--- config.mk ---
export PLATFORM = sky130hd
export DESIGN_NAME = multicycle_control
export DESIGN_NICKNAME = d
export VERILOG_FILES = /design/src/rtl/multicycle_control_pkg.sv /design/src/rtl/multicycle_control_mem_wait_timer.sv /design/src/rtl/multicycle_control.sv
export SDC_FILE = /design/constraint.sdc
export NUM_CORES = 1
export LEC_CHECK = 0
export BUFFER_PORTS_ARGS = -buffer_cell sky130_fd_sc_hd__clkbuf_2
export CORE_ASPECT_RATIO = 1.4
export CORE_MARGIN = 3
export CORE_UTILIZATION = 50
export DETAILED_ROUTE_END_ITERATION = 12
export GPL_TIMING_DRIVEN = 1
export PLACE_DENSITY = 0.84
export SLEW_MARGIN = 20
export SYNTH_ARGS = -nofsm -noshare
export SYNTH_HDL_FRONTEND = slang
export SYNTH_SLANG_ARGS = --single-unit
--- constraint.sdc ---
create_clock -name Clk -period 2.3 [get_ports Clk]
set_input_delay 0.46 -clock Clk [delete_from_list [all_inputs] [get_ports Clk]]
set_output_delay 0.46 -clock Clk [all_outputs]
set_load 0.005 [all_outputs]
--- src/rtl/multicycle_control_pkg.sv ---
// Shared encodings for the multicycle controller: states, opcodes, datapath select codes.
// Latency: n/a (constants, types and one pure helper function only).
// Backpressure: n/a; memory stalls are handled by the FSM and its wait timer.
package multicycle_control_pkg;

    typedef enum logic [3:0] {
        FETCH  = 4'd0,
        DECODE = 4'd1,
        MEMADR = 4'd2,
        MEMRD  = 4'd3,
        MEMWB  = 4'd4,
        MEMWR  = 4'd5,
        EXEC   = 4'd6,
        ALUWB  = 4'd7,
        BRANCH = 4'd8,
        JUMP   = 4'd9,
        FAULT  = 4'd10
    } state_t;

    localparam logic [5:0] OP_RTYPE = 6'b000000;
    localparam logic [5:0] OP_LW    = 6'b100011;
    localparam logic [5:0] OP_SW    = 6'b101011;
    localparam logic [5:0] OP_BEQ   = 6'b000100;
    localparam logic [5:0] OP_J     = 6'b000010;

    localparam logic [1:0] ALUOP_ADD   = 2'b00;
    localparam logic [1:0] ALUOP_SUB   = 2'b01;
    localparam logic [1:0] ALUOP_FUNCT = 2'b10;

    // ALU operand B: register B, constant 4, sign-extended imm, imm shifted left by 2.
    localparam logic [1:0] SRCB_REG    = 2'b00;
    localparam logic [1:0] SRCB_FOUR   = 2'b01;
    localparam logic [1:0] SRCB_IMM    = 2'b10;
    localparam logic [1:0] SRCB_IMM_SH = 2'b11;

    // PC source: ALU result, ALUOut register, jump target.
    localparam logic [1:0] PCSRC_ALU    = 2'b00;
    localparam logic [1:0] PCSRC_ALUOUT = 2'b01;
    localparam logic [1:0] PCSRC_JUMP   = 2'b10;

    typedef struct packed {
        logic       pc_write;
        logic       i_or_d;
        logic       mem_read;
        logic       mem_write;
        logic       ir_write;
        logic       mem_to_reg;
        logic       reg_dst;
        logic       reg_write;
        logic       alu_src_a;
        logic [1:0] alu_src_b;
        logic [1:0] alu_op;
        logic [1:0] pc_source;
        logic       fault;
    } ctrl_t;

    // States that stall on MemReady and are watched by the wait timer.
    function automatic logic is_wait_state(input state_t s);
        return (s == FETCH) || (s == MEMRD) || (s == MEMWR);
    endfunction

endpackage

--- src/rtl/multicycle_control_mem_wait_timer.sv ---
// Watchdog counting consecutive not-ready memory cycles; expired is combinational.
// Latency: expired asserts during the WAIT_LIMIT-th consecutive not-ready cycle.
// Backpressure: MemReady=1 clears the count and masks expiry, so a late completion wins.
module mem_wait_timer #(
    parameter int WAIT_LIMIT = 15
) (
    input  logic Clk,
    input  logic ResetN,
    input  logic clear,
    input  logic count,
    input  logic MemReady,
    output logic expired
);

    generate
        if (WAIT_LIMIT > 0) begin : g_watchdog
            localparam int CW = $clog2(WAIT_LIMIT + 1);
            localparam logic [CW-1:0] LIMIT_MAX = CW'(WAIT_LIMIT);
            localparam logic [CW-1:0] LIMIT_M1  = CW'(WAIT_LIMIT - 1);

            logic [CW-1:0] cnt;

            // Count stalled cycles; saturate at the limit so the count never wraps.
            always_ff @(posedge Clk or negedge ResetN) begin
                if (!ResetN) begin
                    cnt <= '0;
                end else if (clear || MemReady) begin
                    cnt <= '0;
                end else if (count && (cnt != LIMIT_MAX)) begin
                    cnt <= cnt + 1'b1;
                end
            end

            // The current stalled cycle is the limit cycle when the prior count is LIMIT-1.
            always_comb begin
                expired = count && !MemReady && (cnt >= LIMIT_M1);
            end
        end else begin : g_no_watchdog
            assign expired = 1'b0;
        end
    endgenerate

endmodule

--- src/rtl/multicycle_control.sv ---
// Multicycle CPU control FSM (R-type/lw/sw/beq, optional j via MCCTRL_JUMP_EN) with memory watchdog.
// Latency: R-type 4, lw 5, sw 4, beq 3, j 3 cycles with zero-wait memory; outputs are Moore plus MemReady/Zero gating.
// Backpressure: FETCH/MEMRD/MEMWR hold while MemReady=0; WAIT_LIMIT stalled cycles force FAULT until reset.
import multicycle_control_pkg::*;

module multicycle_control #(
    parameter int WAIT_LIMIT = 15
) (
    input  logic       Clk,
    input  logic       ResetN,
    input  logic [5:0] Opcode,
    input  logic       Zero,
    input  logic       MemReady,
    output logic       PCWrite,
    output logic       IorD,
    output logic       MemRead,
    output logic       MemWrite,
    output logic       IRWrite,
    output logic       MemtoReg,
    output logic       RegDst,
    output logic       RegWrite,
    output logic       ALUSrcA,
    output logic       Fault,
    output logic [1:0] ALUSrcB,
    output logic [1:0] ALUOp,
    output logic [1:0] PCSource,
    output logic [3:0] State
);

    state_t state_q;
    state_t state_d;
    ctrl_t  ctrl;
    logic   wait_clear;
    logic   wait_count;
    logic   wait_expired;

    // Counter restarts on entry to a wait state and advances only while stalled in one.
    assign wait_clear = is_wait_state(state_d) && (state_d != state_q);
    assign wait_count = is_wait_state(state_q);

    mem_wait_timer #(
        .WAIT_LIMIT(WAIT_LIMIT)
    ) u_wait_timer (
        .Clk     (Clk),
        .ResetN  (ResetN),
        .clear   (wait_clear),
        .count   (wait_count),
        .MemReady(MemReady),
        .expired (wait_expired)
    );

    // State register; reset returns to FETCH and aborts any instruction in flight.
    always_ff @(posedge Clk or negedge ResetN) begin
        if (!ResetN) begin
            state_q <= FETCH;
        end else begin
            state_q <= state_d;
        end
    end

    // Next-state: a completing access beats the watchdog; FAULT is sticky.
    always_comb begin
        state_d = state_q;
        case (state_q)
            FETCH: begin
                if (MemReady)          state_d = DECODE;
                else if (wait_expired) state_d = FAULT;
            end
            DECODE: begin
                case (Opcode)
                    OP_RTYPE:     state_d = EXEC;
                    OP_LW, OP_SW: state_d = MEMADR;
                    OP_BEQ:       state_d = BRANCH;
`ifdef MCCTRL_JUMP_EN
                    OP_J:         state_d = JUMP;
`endif
                    default:      state_d = FAULT;
                endcase
            end
            MEMADR:  state_d = (Opcode == OP_LW) ? MEMRD : MEMWR;
            MEMRD: begin
                if (MemReady)          state_d = MEMWB;
                else if (wait_expired) state_d = FAULT;
            end
            MEMWB:   state_d = FETCH;
            MEMWR: begin
                if (MemReady)          state_d = FETCH;
                else if (wait_expired) state_d = FAULT;
            end
            EXEC:    state_d = ALUWB;
            ALUWB:   state_d = FETCH;
            BRANCH:  state_d = FETCH;
`ifdef MCCTRL_JUMP_EN
            JUMP:    state_d = FETCH;
`endif
            FAULT:   state_d = FAULT;
            default: state_d = FAULT;
        endcase
    end

    // Output decode; reset low forces every strobe off asynchronously.
    always_comb begin
        ctrl = '0;
        case (state_q)
            FETCH: begin
                ctrl.mem_read  = 1'b1;
                ctrl.alu_src_b = SRCB_FOUR;
                ctrl.alu_op    = ALUOP_ADD;
                ctrl.pc_source = PCSRC_ALU;
                ctrl.ir_write  = MemReady;
                ctrl.pc_write  = MemReady;
            end
            DECODE: begin
                ctrl.alu_src_b = SRCB_IMM_SH;
                ctrl.alu_op    = ALUOP_ADD;
            end
            MEMADR: begin
                ctrl.alu_src_a = 1'b1;
                ctrl.alu_src_b = SRCB_IMM;
                ctrl.alu_op    = ALUOP_ADD;
            end
            MEMRD: begin
                ctrl.mem_read = 1'b1;
                ctrl.i_or_d   = 1'b1;
            end
            MEMWB: begin
                ctrl.reg_write  = 1'b1;
                ctrl.mem_to_reg = 1'b1;
            end
            MEMWR: begin
                ctrl.mem_write = 1'b1;
                ctrl.i_or_d    = 1'b1;
            end
            EXEC: begin
                ctrl.alu_src_a = 1'b1;
                ctrl.alu_src_b = SRCB_REG;
                ctrl.alu_op    = ALUOP_FUNCT;
            end
            ALUWB: begin
                ctrl.reg_write = 1'b1;
                ctrl.reg_dst   = 1'b1;
            end
            BRANCH: begin
                ctrl.alu_src_a = 1'b1;
                ctrl.alu_src_b = SRCB_REG;
                ctrl.alu_op    = ALUOP_SUB;
                ctrl.pc_source = PCSRC_ALUOUT;
                ctrl.pc_write  = Zero;
            end
`ifdef MCCTRL_JUMP_EN
            JUMP: begin
                ctrl.pc_source = PCSRC_JUMP;
                ctrl.pc_write  = 1'b1;
            end
`endif
            FAULT:   ctrl.fault = 1'b1;
            default: ctrl = '0;
        endcase
        if (!ResetN) begin
            ctrl = '0;
        end
    end

    assign PCWrite  = ctrl.pc_write;
    assign IorD     = ctrl.i_or_d;
    assign MemRead  = ctrl.mem_read;
    assign MemWrite = ctrl.mem_write;
    assign IRWrite  = ctrl.ir_write;
    assign MemtoReg = ctrl.mem_to_reg;
    assign RegDst   = ctrl.reg_dst;
    assign RegWrite = ctrl.reg_write;
    assign ALUSrcA  = ctrl.alu_src_a;
    assign ALUSrcB  = ctrl.alu_src_b;
    assign ALUOp    = ctrl.alu_op;
    assign PCSource = ctrl.pc_source;
    assign Fault    = ctrl.fault;
    assign State    = state_q;

endmodule

==> qor.tcl <==
set qor(area.sequential_um2) 201.4
set qor(critical_path.slowest_cell) {dfrtp_1}
set qor(ys.warnings.count) 0
set qor(grt.overflow.total) 0
set qor(gp_routability_congestion) 0.8661
set qor(max_freq_ghz) 0.4488
set qor(slowest_stage_delay_cp_ns) 0.51
set qor(global_route_wire_length_before_repair_um) 4347
set qor(synthesis.area_um2) 959.7
set qor(layout-area-overhead-vs-synth_pct) 19.43
set qor(min_period_ns) 2.228
set qor(synth_edf_count) 0
set qor(drt-total-wl_um) 2590
set qor(io_buffers) 28
set qor(ys_types) 52
set qor(tritoncts_num_sinks) 8
set qor(synthDominantAreaCellType) {dfrtp_1}
set qor(finalSetupViolations) 0
set qor(drt_iter0_markers) 46
set qor(crit_path_cell_trace) {buf_4 -> nor2_1 -> nand2_1 -> nor3_2 -> a21o_1 -> clkbuf_2}
set qor(numCtsBuffers) 3
set qor(drive_gt1_share_pct) 31.82
set qor(path_class) {reg2out}
set qor(n_antenna_cell) 0
set qor(cts_hold_buf) 0
set qor(r2r_slack_ns) 0.17
set qor(timing.final.hold_violations) 0
set qor(syn_nets) 137
set qor(outcome) {complete, no violations}
set qor(initial_antenna_violation_count) 0
set qor(synth.cells.most_frequent) {nor2_1, a21oi_1, nand2_1, dfrtp_1, nor3_1}
set qor(cp-end-kind) {output port}
set qor(clk_root_buffer_cell) {clkbuf_4}
set qor(dp.final_hpwl_um) 2039
set qor(finalNonFillerCells) 174
set qor(detailroute.via_count) 1074
set qor(multi_input_comb_area_um2) 696.9
set qor(route.detailed.drc) 0
set qor(min_path_type) {in2async}
set qor(yosys.area.top_type_share_pct) 20.86
set qor(grtUsageTotal_pct) 22.58
set qor(worst_ir_drop_vdd_mv) 0.7658
set qor(clk_latency_ns) 0.27
set qor(fin_crit_sh_pct) 96.88
set qor(crit_fanout) 12
set qor(tritoncts) {built}
set qor(routed_wire_length_per_instance_um) 14.89
set qor(initial_utilization_pct) 53.26
set qor(dieArea_mm2) 0.002488
set qor(antenna_violating_nets_post_route) 0
set qor(fillCellCount) 167
set qor(via_count_of_the_first_global_routing_pass) 1044
set qor(chipWidth_um) 43.03
set qor(clkSlewWorstSetupHoldPaths_ns) 0.06
set qor(cellLeakagePower_nw) 0.5541
set qor(number_of_buffers_on_the_longest_clock_path) 2
set qor(placed_cell_area_mm2) 0.001110
set qor(fp.coreArea_mm2) 0.001802
set qor(post_drt_via_cell_ratio) 6.172
set qor(ys_ff_latch) 8
set qor(row_count) 18
set qor(io_pins) 30
set qor(critical_path.startpoint_type) {flip-flop}
set qor(yosysSeqAreaShare_pct) 20.86
set qor(finish.instance_area_mm2) 0.001146
set qor(place.detailed.instances) 170
set qor(most_instantiated_library_cell_after_synthesis) {nor2_1}
set qor(fin_worst_skew_ns) 0.005690
set qor(avg_synthesized_cell_area_um2) 7.677
set qor(htree_num_levels) 1
set qor(nNetsFinal) 168
set qor(critical_path_required_ns) 1.84
set qor(post_synth_inst_count) 125
set qor(timing_max_transition_violations_final) 0
set qor(maximum_number_of_pins_on_one_net_before_global_route_repair) 15
set qor(maxCapViolCount) 0
set qor(dpl_worst_slack_ns) 0.1585
set qor(fin_setup_tns_ns) 0
set qor(synth_area_leaders) {dfrtp_1, nor2_1, a21oi_1, nand2_1, a21oi_2}
set qor(ys_dominant_reg_cell) {dfrtp_1}
set qor(cp.arrival_ns) 1.77
set qor(worst_slack_ns) 0.07171
set qor(synthArstFlopShare_pct) 100.0
set qor(powerDensity_mw_per_mm2) 1172
set qor(chipHeight_um) 57.84
set qor(first_pass_iters) 4
area by class of cell:
type / count / area share (%)
Tap cell: 20 / 2.183
Clock buffer: 3 / 1.965
Inverter: 4 / 1.310
Sequential cell: 8 / 17.58
Timing Repair Buffer: 34 / 16.16
Multi-Input combinational cell: 105 / 60.81
path summary, 6_finish.rpt:
check	start	endpoint	depth (start not counted)
min reg2reg	u_wait_timer.g_watchdog.cnt[0]	u_wait_timer.g_watchdog.cnt[0]	2
max reg2reg	u_wait_timer.g_watchdog.cnt[1]	u_wait_timer.g_watchdog.cnt[1]	7
max in group asynchronous	ResetN	State[0]	1
min	ResetN	State[3]	1
max	State[2]	PCWrite	6
min in group Clk	u_wait_timer.g_watchdog.cnt[0]	u_wait_timer.g_watchdog.cnt[0]	2
power by group:
group,internal (mW),switching [mW],leakage [nW]
registers,0.186,0.110,0.102
clock network,0.0600,0.0523,0.0138
logic,0.421,0.514,0.439
cells by family (layout without fill, tap and decap cells):
group                      after synthesis  in the layout  synth area share, %
other                                    1              1               0.3908
and+or+nand+nor                         58             58                34.81
DFF                                      8              8                20.86
buffers and inverters                   12             41                7.040
AOI/OAI and AO/OA                       40             40                30.64
adders and majority gates                2              2                2.607
xor gates and xnor gates                 4              4                3.651
what timing repair did:
item / in CTS / in global routing
pin swaps: 0 / 1
endpoints found under the setup margin: 1 / 6
gates cloned: 0 / 0
resized for setup: 1 / 2
setup buffers: 0 / 1
placed cells by master (no fill, tap or decap), types with 2 or more instances in the layout:
cell / instances
inv_1: 3
nand3_1: 4
buf_4: 6
clkbuf_4: 3
nand2_1: 9
a21oi_1: 12
dfrtp_1: 7
clkbuf_2: 28
xnor2_1: 2
a21oi_2: 3
xor2_1: 2
o211ai_1: 3
nor2b_1: 2
nor2_1: 17
nand2b_1: 3
nand3b_1: 2
nor3_1: 4
a31oi_1: 3
ha_1: 2
o21ai_0: 3
nor3b_1: 3
layer usage:
metal	vias up	routed length [um]	global-route usage, %
met4	0	91	15.95
met3	11	179	2.795
met1	491	925	23.64
met2	52	1394	40.56
li1	520	-	-
met5	-	0	0
flip-flops by register name, summed over array words and instances (netlist names):
register,count
State,4
u_wait_timer.g_watchdog.cnt,4
worst max-delay path, delay by kind of cell, from the launching register on:
kind | cells | cell delay (ns)
AND/OR/NAND/NOR | 3 | 0.54
AO/OA/AOI/OAI | 1 | 0.10
flip-flops | 1 | 0.51
buffers and inverters | 2 | 0.34
per-stage QoR:
step / utilization (%) / hold slack [ns] / power [mW]
after global routing: 63.61 / 0.07945 / 1.465
after detailed placement: 61.60 / 0.3546 / 1.210
after floorplan: - / 0.1644 / 0.9730
final: 63.61 / 0.06792 / 1.344
after CTS: 62.92 / 0.07779 / 1.328
after global placement: 61.60 / 0.3499 / 1.182
(Power assumes the default switching activity.)
